[src/rtl/bit_serial_alu_ctrl.sv]
// Bit-serial ALU sequencer: drives one single-bit ALU slice over WIDTH cycles,
// LSB first, and assembles the registered result plus NZCV flags.
module bit_serial_alu_ctrl #(
    parameter int unsigned WIDTH = 64
) (
    input  logic             clk,
    input  logic             reset_n,
    input  logic             start,
    input  logic [WIDTH-1:0] a,
    input  logic [WIDTH-1:0] b,
    input  logic [2:0]       sel,
    output logic             busy,
    output logic             done,
    output logic [WIDTH-1:0] result,
    output logic             negative,
    output logic             zero,
    output logic             overflow,
    output logic             carry_out
);

    localparam int unsigned CW = (WIDTH > 1) ? $clog2(WIDTH) : 1;
    localparam logic [CW-1:0] LAST_BIT = CW'(WIDTH - 1);

    localparam logic [2:0] OP_PASS = 3'b000;
    localparam logic [2:0] OP_ADD  = 3'b010;
    localparam logic [2:0] OP_SUB  = 3'b011;
    localparam logic [2:0] OP_AND  = 3'b100;
    localparam logic [2:0] OP_OR   = 3'b101;
    localparam logic [2:0] OP_XOR  = 3'b110;

    typedef enum logic [1:0] {S_IDLE, S_RUN, S_DONE} state_e;

    state_e           state_q, state_d;
    logic [WIDTH-1:0] a_sh_q, a_sh_d;
    logic [WIDTH-1:0] b_sh_q, b_sh_d;
    logic [WIDTH-1:0] res_sh_q, res_sh_d;
    logic [2:0]       op_q, op_d;
    logic [CW-1:0]    cnt_q, cnt_d;
    logic             cy_q, cy_d;
    logic [WIDTH-1:0] result_q, result_d;
    logic             busy_q, busy_d;
    logic             done_q, done_d;
    logic             neg_q, neg_d;
    logic             zero_q, zero_d;
    logic             ovf_q, ovf_d;
    logic             cout_q, cout_d;

    logic             b_in_c, sum_c, cout_c, slice_c, arith_c;

    // Single-bit ALU slice; subtraction is A + ~B + 1 with the +1 preloaded into the carry flop.
    always_comb begin
        arith_c = (op_q == OP_ADD) || (op_q == OP_SUB);
        b_in_c  = b_sh_q[0] ^ (op_q == OP_SUB);
        sum_c   = a_sh_q[0] ^ b_in_c ^ cy_q;
        cout_c  = (a_sh_q[0] & b_in_c) | (a_sh_q[0] & cy_q) | (b_in_c & cy_q);
        case (op_q)
            OP_PASS:        slice_c = b_sh_q[0];
            OP_ADD, OP_SUB: slice_c = sum_c;
            OP_AND:         slice_c = a_sh_q[0] & b_sh_q[0];
            OP_OR:          slice_c = a_sh_q[0] | b_sh_q[0];
            OP_XOR:         slice_c = a_sh_q[0] ^ b_sh_q[0];
            default:        slice_c = 1'b0;
        endcase
    end

    // Next-state and output logic.
    always_comb begin
        state_d  = state_q;
        a_sh_d   = a_sh_q;
        b_sh_d   = b_sh_q;
        res_sh_d = res_sh_q;
        op_d     = op_q;
        cnt_d    = cnt_q;
        cy_d     = cy_q;
        result_d = result_q;
        busy_d   = busy_q;
        done_d   = 1'b0;
        neg_d    = neg_q;
        zero_d   = zero_q;
        ovf_d    = ovf_q;
        cout_d   = cout_q;

        case (state_q)
            S_RUN: begin
                a_sh_d   = a_sh_q >> 1;
                b_sh_d   = b_sh_q >> 1;
                res_sh_d = {slice_c, res_sh_q[WIDTH-1:1]};
                cy_d     = cout_c;
                if (cnt_q == LAST_BIT) begin
                    // cy_q here is the carry into the MSB, so overflow is cin(msb) ^ cout(msb).
                    result_d = res_sh_d;
                    neg_d    = slice_c;
                    zero_d   = ~|res_sh_d;
                    cout_d   = arith_c & cout_c;
                    ovf_d    = arith_c & (cy_q ^ cout_c);
                    busy_d   = 1'b0;
                    done_d   = 1'b1;
                    state_d  = S_DONE;
                end else begin
                    cnt_d = cnt_q + CW'(1);
                end
            end
            default: begin
                if (state_q == S_DONE) begin
                    state_d = S_IDLE;
                end
                if (start) begin
                    a_sh_d  = a;
                    b_sh_d  = b;
                    op_d    = sel;
                    cnt_d   = '0;
                    cy_d    = (sel == OP_SUB);
                    busy_d  = 1'b1;
                    state_d = S_RUN;
                end
            end
        endcase
    end

    always_ff @(posedge clk or negedge reset_n) begin
        if (!reset_n) begin
            state_q  <= S_IDLE;
            a_sh_q   <= '0;
            b_sh_q   <= '0;
            res_sh_q <= '0;
            op_q     <= '0;
            cnt_q    <= '0;
            cy_q     <= 1'b0;
            result_q <= '0;
            busy_q   <= 1'b0;
            done_q   <= 1'b0;
            neg_q    <= 1'b0;
            zero_q   <= 1'b0;
            ovf_q    <= 1'b0;
            cout_q   <= 1'b0;
        end else begin
            state_q  <= state_d;
            a_sh_q   <= a_sh_d;
            b_sh_q   <= b_sh_d;
            res_sh_q <= res_sh_d;
            op_q     <= op_d;
            cnt_q    <= cnt_d;
            cy_q     <= cy_d;
            result_q <= result_d;
            busy_q   <= busy_d;
            done_q   <= done_d;
            neg_q    <= neg_d;
            zero_q   <= zero_d;
            ovf_q    <= ovf_d;
            cout_q   <= cout_d;
        end
    end

    assign busy      = busy_q;
    assign done      = done_q;
    assign result    = result_q;
    assign negative  = neg_q;
    assign zero      = zero_q;
    assign overflow  = ovf_q;
    assign carry_out = cout_q;

endmodule

[config.mk]
export PLATFORM = sky130hd
export DESIGN_NAME = bit_serial_alu_ctrl
export DESIGN_NICKNAME = d
export VERILOG_FILES = /design/src/rtl/bit_serial_alu_ctrl.sv
export SDC_FILE = /design/constraint.sdc
export NUM_CORES = 1
export LEC_CHECK = 0
export CORE_ASPECT_RATIO = 1.2
export CORE_MARGIN = 1
export CORE_UTILIZATION = 57
export CTS_CLUSTER_SIZE = 25
export DETAILED_ROUTE_END_ITERATION = 10
export GPL_ROUTABILITY_DRIVEN = 0
export PLACE_DENSITY_LB_ADDON = 0.25
export SYNTH_ARGS = -nofsm -noshare
export SYNTH_HDL_FRONTEND = slang
export SYNTH_SLANG_ARGS = --single-unit
[constraint.sdc]
create_clock -name clk -period 4.8 [get_ports clk]
set_input_delay 0.96 -clock clk [delete_from_list [all_inputs] [get_ports clk]]
set_output_delay 0.96 -clock clk [all_outputs]
set_load 0.02 [all_outputs]
==> results of run 1 <==
-- final cells by class --
| cell class | count | area share (%) |
|---|---|---|
| inverter | 4 | 0.103 |
| tap | 261 | 2.25 |
| clock buffer | 41 | 5.21 |
| sequential | 272 | 46.8 |
| clock inverter | 8 | 0.645 |
| multi-input combinational | 840 | 30.3 |
| antenna | 1 | 0.0172 |
| timing repair buffer | 213 | 14.7 |
-- worst paths after layout --
| path | start | to | slack (ps) | cells after the start |
|---|---|---|---|---|
| setup / recovery | result[63]$_DFFE_PN0P_ | negative | 2260 | 1 |
| hold / removal | result[35]$_DFFE_PN0P_ | result[35]$_DFFE_PN0P_ | 470 | 2 |
| setup reg to reg | cnt_q[0]$_DFFE_PN0P_ | result[63]$_DFFE_PN0P_ | 2340 | 6 |
| hold reg to reg | result[35]$_DFFE_PN0P_ | result[35]$_DFFE_PN0P_ | 470 | 2 |
| max in group asynchronous | reset_n | result[29]$_DFFE_PN0P_ | 3210 | 2 |
| min in group asynchronous | reset_n | b_sh_q[13]$_DFFE_PN0P_ | 520 | 1 |
-- flip-flops by register name, indices dropped and copies added (netlist names), 2 cells and up --
register / count
result: 64
a_sh_q: 64
op_q: 3
b_sh_q: 64
cnt_q: 6
res_sh_q: 63
state_q: 2
-- power by group through the flow --
| stage | combinational (uW) | clock [uW] | sequential [uW] |
|---|---|---|---|
| after floorplan | 1200 | 0 | 3700 |
| after global placement | 1950 | 0 | 3670 |
| after detailed placement | 2050 | 0 | 3700 |
| after CTS | 2070 | 2080 | 3680 |
| after global routing | 2320 | 2170 | 3790 |
| final | 2030 | 2040 | 3680 |
-- cells by family (layout without fill, tap and decap cells) --
logic type               Yosys count  count (layout)  synth area share (%)
AND/OR/NAND/NOR                  555             555                  18.9
buffers and inverters             79             266                  3.16
multiplexers                     135             135                  11.8
adder cells (fa/ha/maj)            4               4                 0.498
flip-flops                       272             272                  58.9
AO/OA/AOI/OAI                    144             144                  6.61
XOR/XNOR                           2               2                 0.152
other                              0               1                     0
-- cell usage after synthesis (all sizes together) (2+ instances only) --
cell      n
o31ai     2
nor4     15
mux2i   129
a31oi     3
nor2     10
nand3     3
buf      47
inv       4
mux2      6
ha        3
or4       2
clkbuf   28
a21oi     4
dfrtp   272
nand2   508
nand4     5
and2      4
nor2b     2
o21ai   128
-- through the flow --
step	hold WS, ps	total power, uW	setup slack [ps]	instance area, sq um	utilization [%]
after floorplan	449	4910	2710	11600	-
after global placement	456	5620	2070	13700	69.5
after detailed placement	461	5750	2010	13700	69.5
after CTS	477	7830	2240	14500	73.8
after global routing	495	8280	2210	14500	73.9
final	471	7760	2260	14500	73.9
-- routing by layer --
| layer | vias up | part of all wire, % |
|---|---|---|
| met5 | - | 0 |
| met4 | 0 | 2.6 |
| met3 | 45 | 4.9 |
| met2 | 190 | 49 |
| met1 | 4170 | 44 |
| li1 | 4235 | - |
==> metrics.yaml, run 1 <==
areaGrowthSynthToFinish_pct: 25.8
routed_via_density: 5.27
fin_crit_sh_pct: 52.9
p_leak_uw: 0.00725
fmax_mhz: 393
row_count: 56
synth_fp_nets: 1329
drive_above_1_share_pct: 4.50
tightest_slew_ps: 1160
die_w_microns: 132
cts_root_buffer: "clkbuf_16"
synth-edff-count: 0
portBuffers: 203
cts_sinks: 272
p_sw_share_pct: 33.1
multi_input_area_sq_um: 4400
cts_setup_buffers: 0
finalClockSkew_ps: 7.38
detail-route-antenna-nets: 0
critPathCaptureType: "primary output"
slew_headroom_pct: 22.4
holdBufCountCts: 0
die-area_sq_um: 20900
syn_area_sq_um: 11600
dp_hpwl_mm: 16.1
ctsLongestPathBuffers: 3
fp.coreArea_sq_um: 19700
cp_max_fo: 3
wl_mm: 25.5
ys_seq_area_share_pct: 58.9
first_pass_iters: 5
drv_cap: 0
peakVddDrop_v: 0.000345
p_int_uw: 5190
vias: 8640
synthCells: 1191
crit_path_max_incr_delay_ps: 630
start_util_pct: 58.7
nFillCells: 1406
setup_tns_ps: 0
synth_warnings: 0
netlist.top_cell.by_area: "dfrtp_1"
pwr-share-clk_pct: 26.4
grt-ovfl-total: 0
synth_flop_cell: "dfrtp_1"
fin_crit_ps: 2540
insertion_delay_ps: 530
clk_pin_slew_ps: 60
wl_per_cell_microns: 15.6
synthTopCellsByArea: "dfrtp_1, nand2_1, mux2i_1"
crit_buf_inv: 1
grtUsageMet2_pct: 43.0
postSynth.asyncResetShare_pct: 100
seqCellArea_sq_um: 6810
rsz0062_at_grt: "no"
grt_pass1_wl_mm: 42.1
drt_iter0_markers: 498
finalSetupViolCount: 0
critical_path.top_delay_family: "buffers and inverters"
sequentialPowerShare_pct: 47.5
dp_cells: 1590
cp-start-kind: "flip-flop"
top_usage_layer: "met2"
cp.required_ps: 3840
drc: 0
hold_class: "flip-flop to flip-flop"
grt_max_degree: 323
drv_slew: 0
ys_types: 42
crit_chain: "clkdlybuf4s50_1"
first_global_vias: 8510
synth-seq-cells: 272
critical-path-slowest-cell: "clkdlybuf4s50_1"
htree_num_levels: 1
status: "finished, final reports clean"
fp.dieH_microns: 158
grt.met1_usage_pct: 32.9
syn_area_per_cell_sq_um: 9.70
switchingPower_uw: 2570
ioPinCount: 204
pwr_density_cell_nw_per_um2: 533
finalNetCount: 1496
finalNonFillerCells: 1640
grt_use_total_pct: 25.0
p_comb_share_pct: 26.2
tritoncts: "yes"
yosysTopAreaCellShare_pct: 58.9
grtUsageMet3_pct: 3.68
cts_made_buffers: 27
worst-setup-path-type: "flip-flop to primary output"
final_cell_mix: "nand2_1, dfrtp_1, clkdlybuf4s50_1, mux2i_1, o21ai_0"
final_common_cell: "nand2_1"
hold_viol_final: 0
cts_resized: 0
critical_path_arrival_ps: 1580
antenna_found_initial: 1
Note: power is estimated with default switching activity, not from simulation.
==> run 2: changes to the inputs <==
--- a/config.mk
+++ b/config.mk
@@ -7,7 +7,7 @@
 export LEC_CHECK = 0
 export CORE_ASPECT_RATIO = 1.2
 export CORE_MARGIN = 1
-export CORE_UTILIZATION = 57
+export CORE_UTILIZATION = 53
 export CTS_CLUSTER_SIZE = 25
 export DETAILED_ROUTE_END_ITERATION = 10
 export GPL_ROUTABILITY_DRIVEN = 0
==> constraint.sdc (replaced) <==
create_clock -name clk -period 2.4 [get_ports clk]
set_input_delay 0.48 -clock clk [delete_from_list [all_inputs] [get_ports clk]]
set_output_delay 0.48 -clock clk [all_outputs]
set_load 0.02 [all_outputs]
==> run 2 against run 1 <==
Effect of this change:
- sequential power increased by 99%
- sequential cell count stayed put
- power rose by 110%
- clock skew rose by 1.3 ps
- core utilization decreased by 3.8 points
- critical path type is now flip-flop to flip-flop
- critical endpoint is now res_sh_q[63]$_DFFE_PN0P_
- highest routed layer unchanged
==> metrics.yaml, run 2 (synthesis results as in run 1) <==
hold_viol_final: 0
grt-ovfl-total: 0
detail-route-antenna-nets: 0
crit_chain: "nor2b_1 > nand2_1 > xnor2_1 > fa_1 > a221oi_1 > a21oi_1 > mux2_2"
pwr_density_cell_nw_per_um2: 1090
cts_made_buffers: 28
tightest_slew_ps: 852
areaGrowthSynthToFinish_pct: 28.5
worst-setup-path-type: "flip-flop to flip-flop"
fp.dieH_microns: 164
first_global_vias: 8557
peakVddDrop_v: 0.000602
first_pass_iters: 5
routed_via_density: 5.24
cp_max_fo: 7
critPathCaptureType: "flip-flop"
antenna_cells: 0
slew_headroom_pct: 43.2
die-area_sq_um: 22400
nFillCells: 1617
cp.required_ps: 2820
finalNetCount: 1507
status: "finished, final reports clean"
power_uw: 16100
portBuffers: 203
critical_path_arrival_ps: 2600
antenna_found_initial: 0
final_cell_area_sq_um: 14900
grt_max_degree: 255
fin_crit_ps: 2180
vias: 8693
rsz0062_at_grt: "no"
row_count: 58
cts_resized: 0
grt_use_total_pct: 23.5
final_common_cell: "nand2_1"
ctsLongestPathBuffers: 3
cp-start-kind: "flip-flop"
grt_pass1_wl_mm: 42.0
drc: 0
utilization_pct: 70.1
p_leak_uw: 0.00741
critical_path.top_delay_family: "adder cells"
fmax_mhz: 459
crit_path_max_incr_delay_ps: 460
critical-path-slowest-cell: "fa_1"
drv_cap: 0
wl_mm: 25.5
fin_crit_sh_pct: 90.7
drt_iter0_markers: 491
wl_per_cell_microns: 15.4
finalSetupViolCount: 0
htree_num_levels: 1
tritoncts: "yes"
cts_sinks: 272
final_cell_mix: "nand2_1, dfrtp_1, clkdlybuf4s50_1, mux2i_1, o21ai_0"
cts_root_buffer: "clkbuf_16"
start_util_pct: 54.5
die_w_microns: 137
insertion_delay_ps: 540
finalClockSkew_ps: 8.67
fp.coreArea_sq_um: 21200
drv_slew: 0
clk_pin_slew_ps: 60
ioPinCount: 204
dp_hpwl_mm: 16.6
crit_buf_inv: 0
drive_above_1_share_pct: 5.83
setup_tns_ps: 0
dpl-instance-area_sq_um: 13800
hold_class: "input port to flip-flop"
-- run 2: cell count changes in the layout (fill, tap and decap cells not counted) --
cell,previous run,this run
buf_12,2,7
buf_4,8,12
bufinv_16,2,6
clkbuf_1,11,3
clkbuf_16,27,29
clkinv_2,5,9
clkinv_4,0,1
diode_2,1,0
dlygate4sd3_1,0,1
inv_6,1,0
-- run 2: worst paths after layout --
check | endpoint | from | cells past startpoint | slack, ps
setup / recovery | res_sh_q[63]$_DFFE_PN0P_ | op_q[1]$_DFFE_PN0P_ | 7 | 220
hold / removal | state_q[0]$_DFFE_PN0P_ | start | 3 | 370
setup reg to reg | res_sh_q[63]$_DFFE_PN0P_ | op_q[1]$_DFFE_PN0P_ | 7 | 220
hold reg to reg | result[47]$_DFFE_PN0P_ | result[47]$_DFFE_PN0P_ | 2 | 470
max in group asynchronous | b_sh_q[10]$_DFFE_PN0P_ | reset_n | 3 | 1270
min in group asynchronous | b_sh_q[48]$_DFFE_PN0P_ | reset_n | 2 | 470
-- run 2: worst min-delay path, delay by kind of cell --
family	cells	cell delay, ps
buf+inv	1	190
simple gates	2	170
-- run 2: area by class of cell --
| class | instances | area (sq um) | area share, % |
|---|---|---|---|
| Clock buffer | 35 | 778 | 5.24 |
| Timing Repair Buffer | 223 | 2280 | 15.3 |
| Sequential cell | 272 | 6810 | 45.8 |
| Inverter | 4 | 15.0 | 0.101 |
| Tap cell | 270 | 338 | 2.27 |
| Clock inverter | 16 | 234 | 1.58 |
| Multi-Input combinational cell | 840 | 4400 | 29.6 |
-- run 2: routing by layer --
metal	track usage [%]	vias up	wire length, microns
met2	40.6	216	12500
met4	6.39	0	491
met3	3.92	36	1560
met5	0	-	0
li1	-	4267	-
met1	30.5	4174	11000
-- run 2: repair_timing --
action,4_1_cts,5_1_grt
hold endpoints to repair,53,0
buffers inserted,0,0
endpoints found under the setup margin,0,0
hold buffers,1,0
-- run 2: power by group --
part	switching, uW	internal (uW)
Sequential	1120	6190
Clock	1780	2940
Combinational	2270	1830
Total	5160	11000
-- run 2: through the flow --
step | hold WS, ps | cells | setup WS [ps]
3_3_place_gp | 451 | 1608 | 270
2_1_floorplan | 184 | 1191 | 313
4_1_cts | 336 | 1660 | 233
6_report | 365 | 1660 | 223
5_1_grt | 371 | 1660 | 38.3
3_5_place_dp | 454 | 1608 | 240
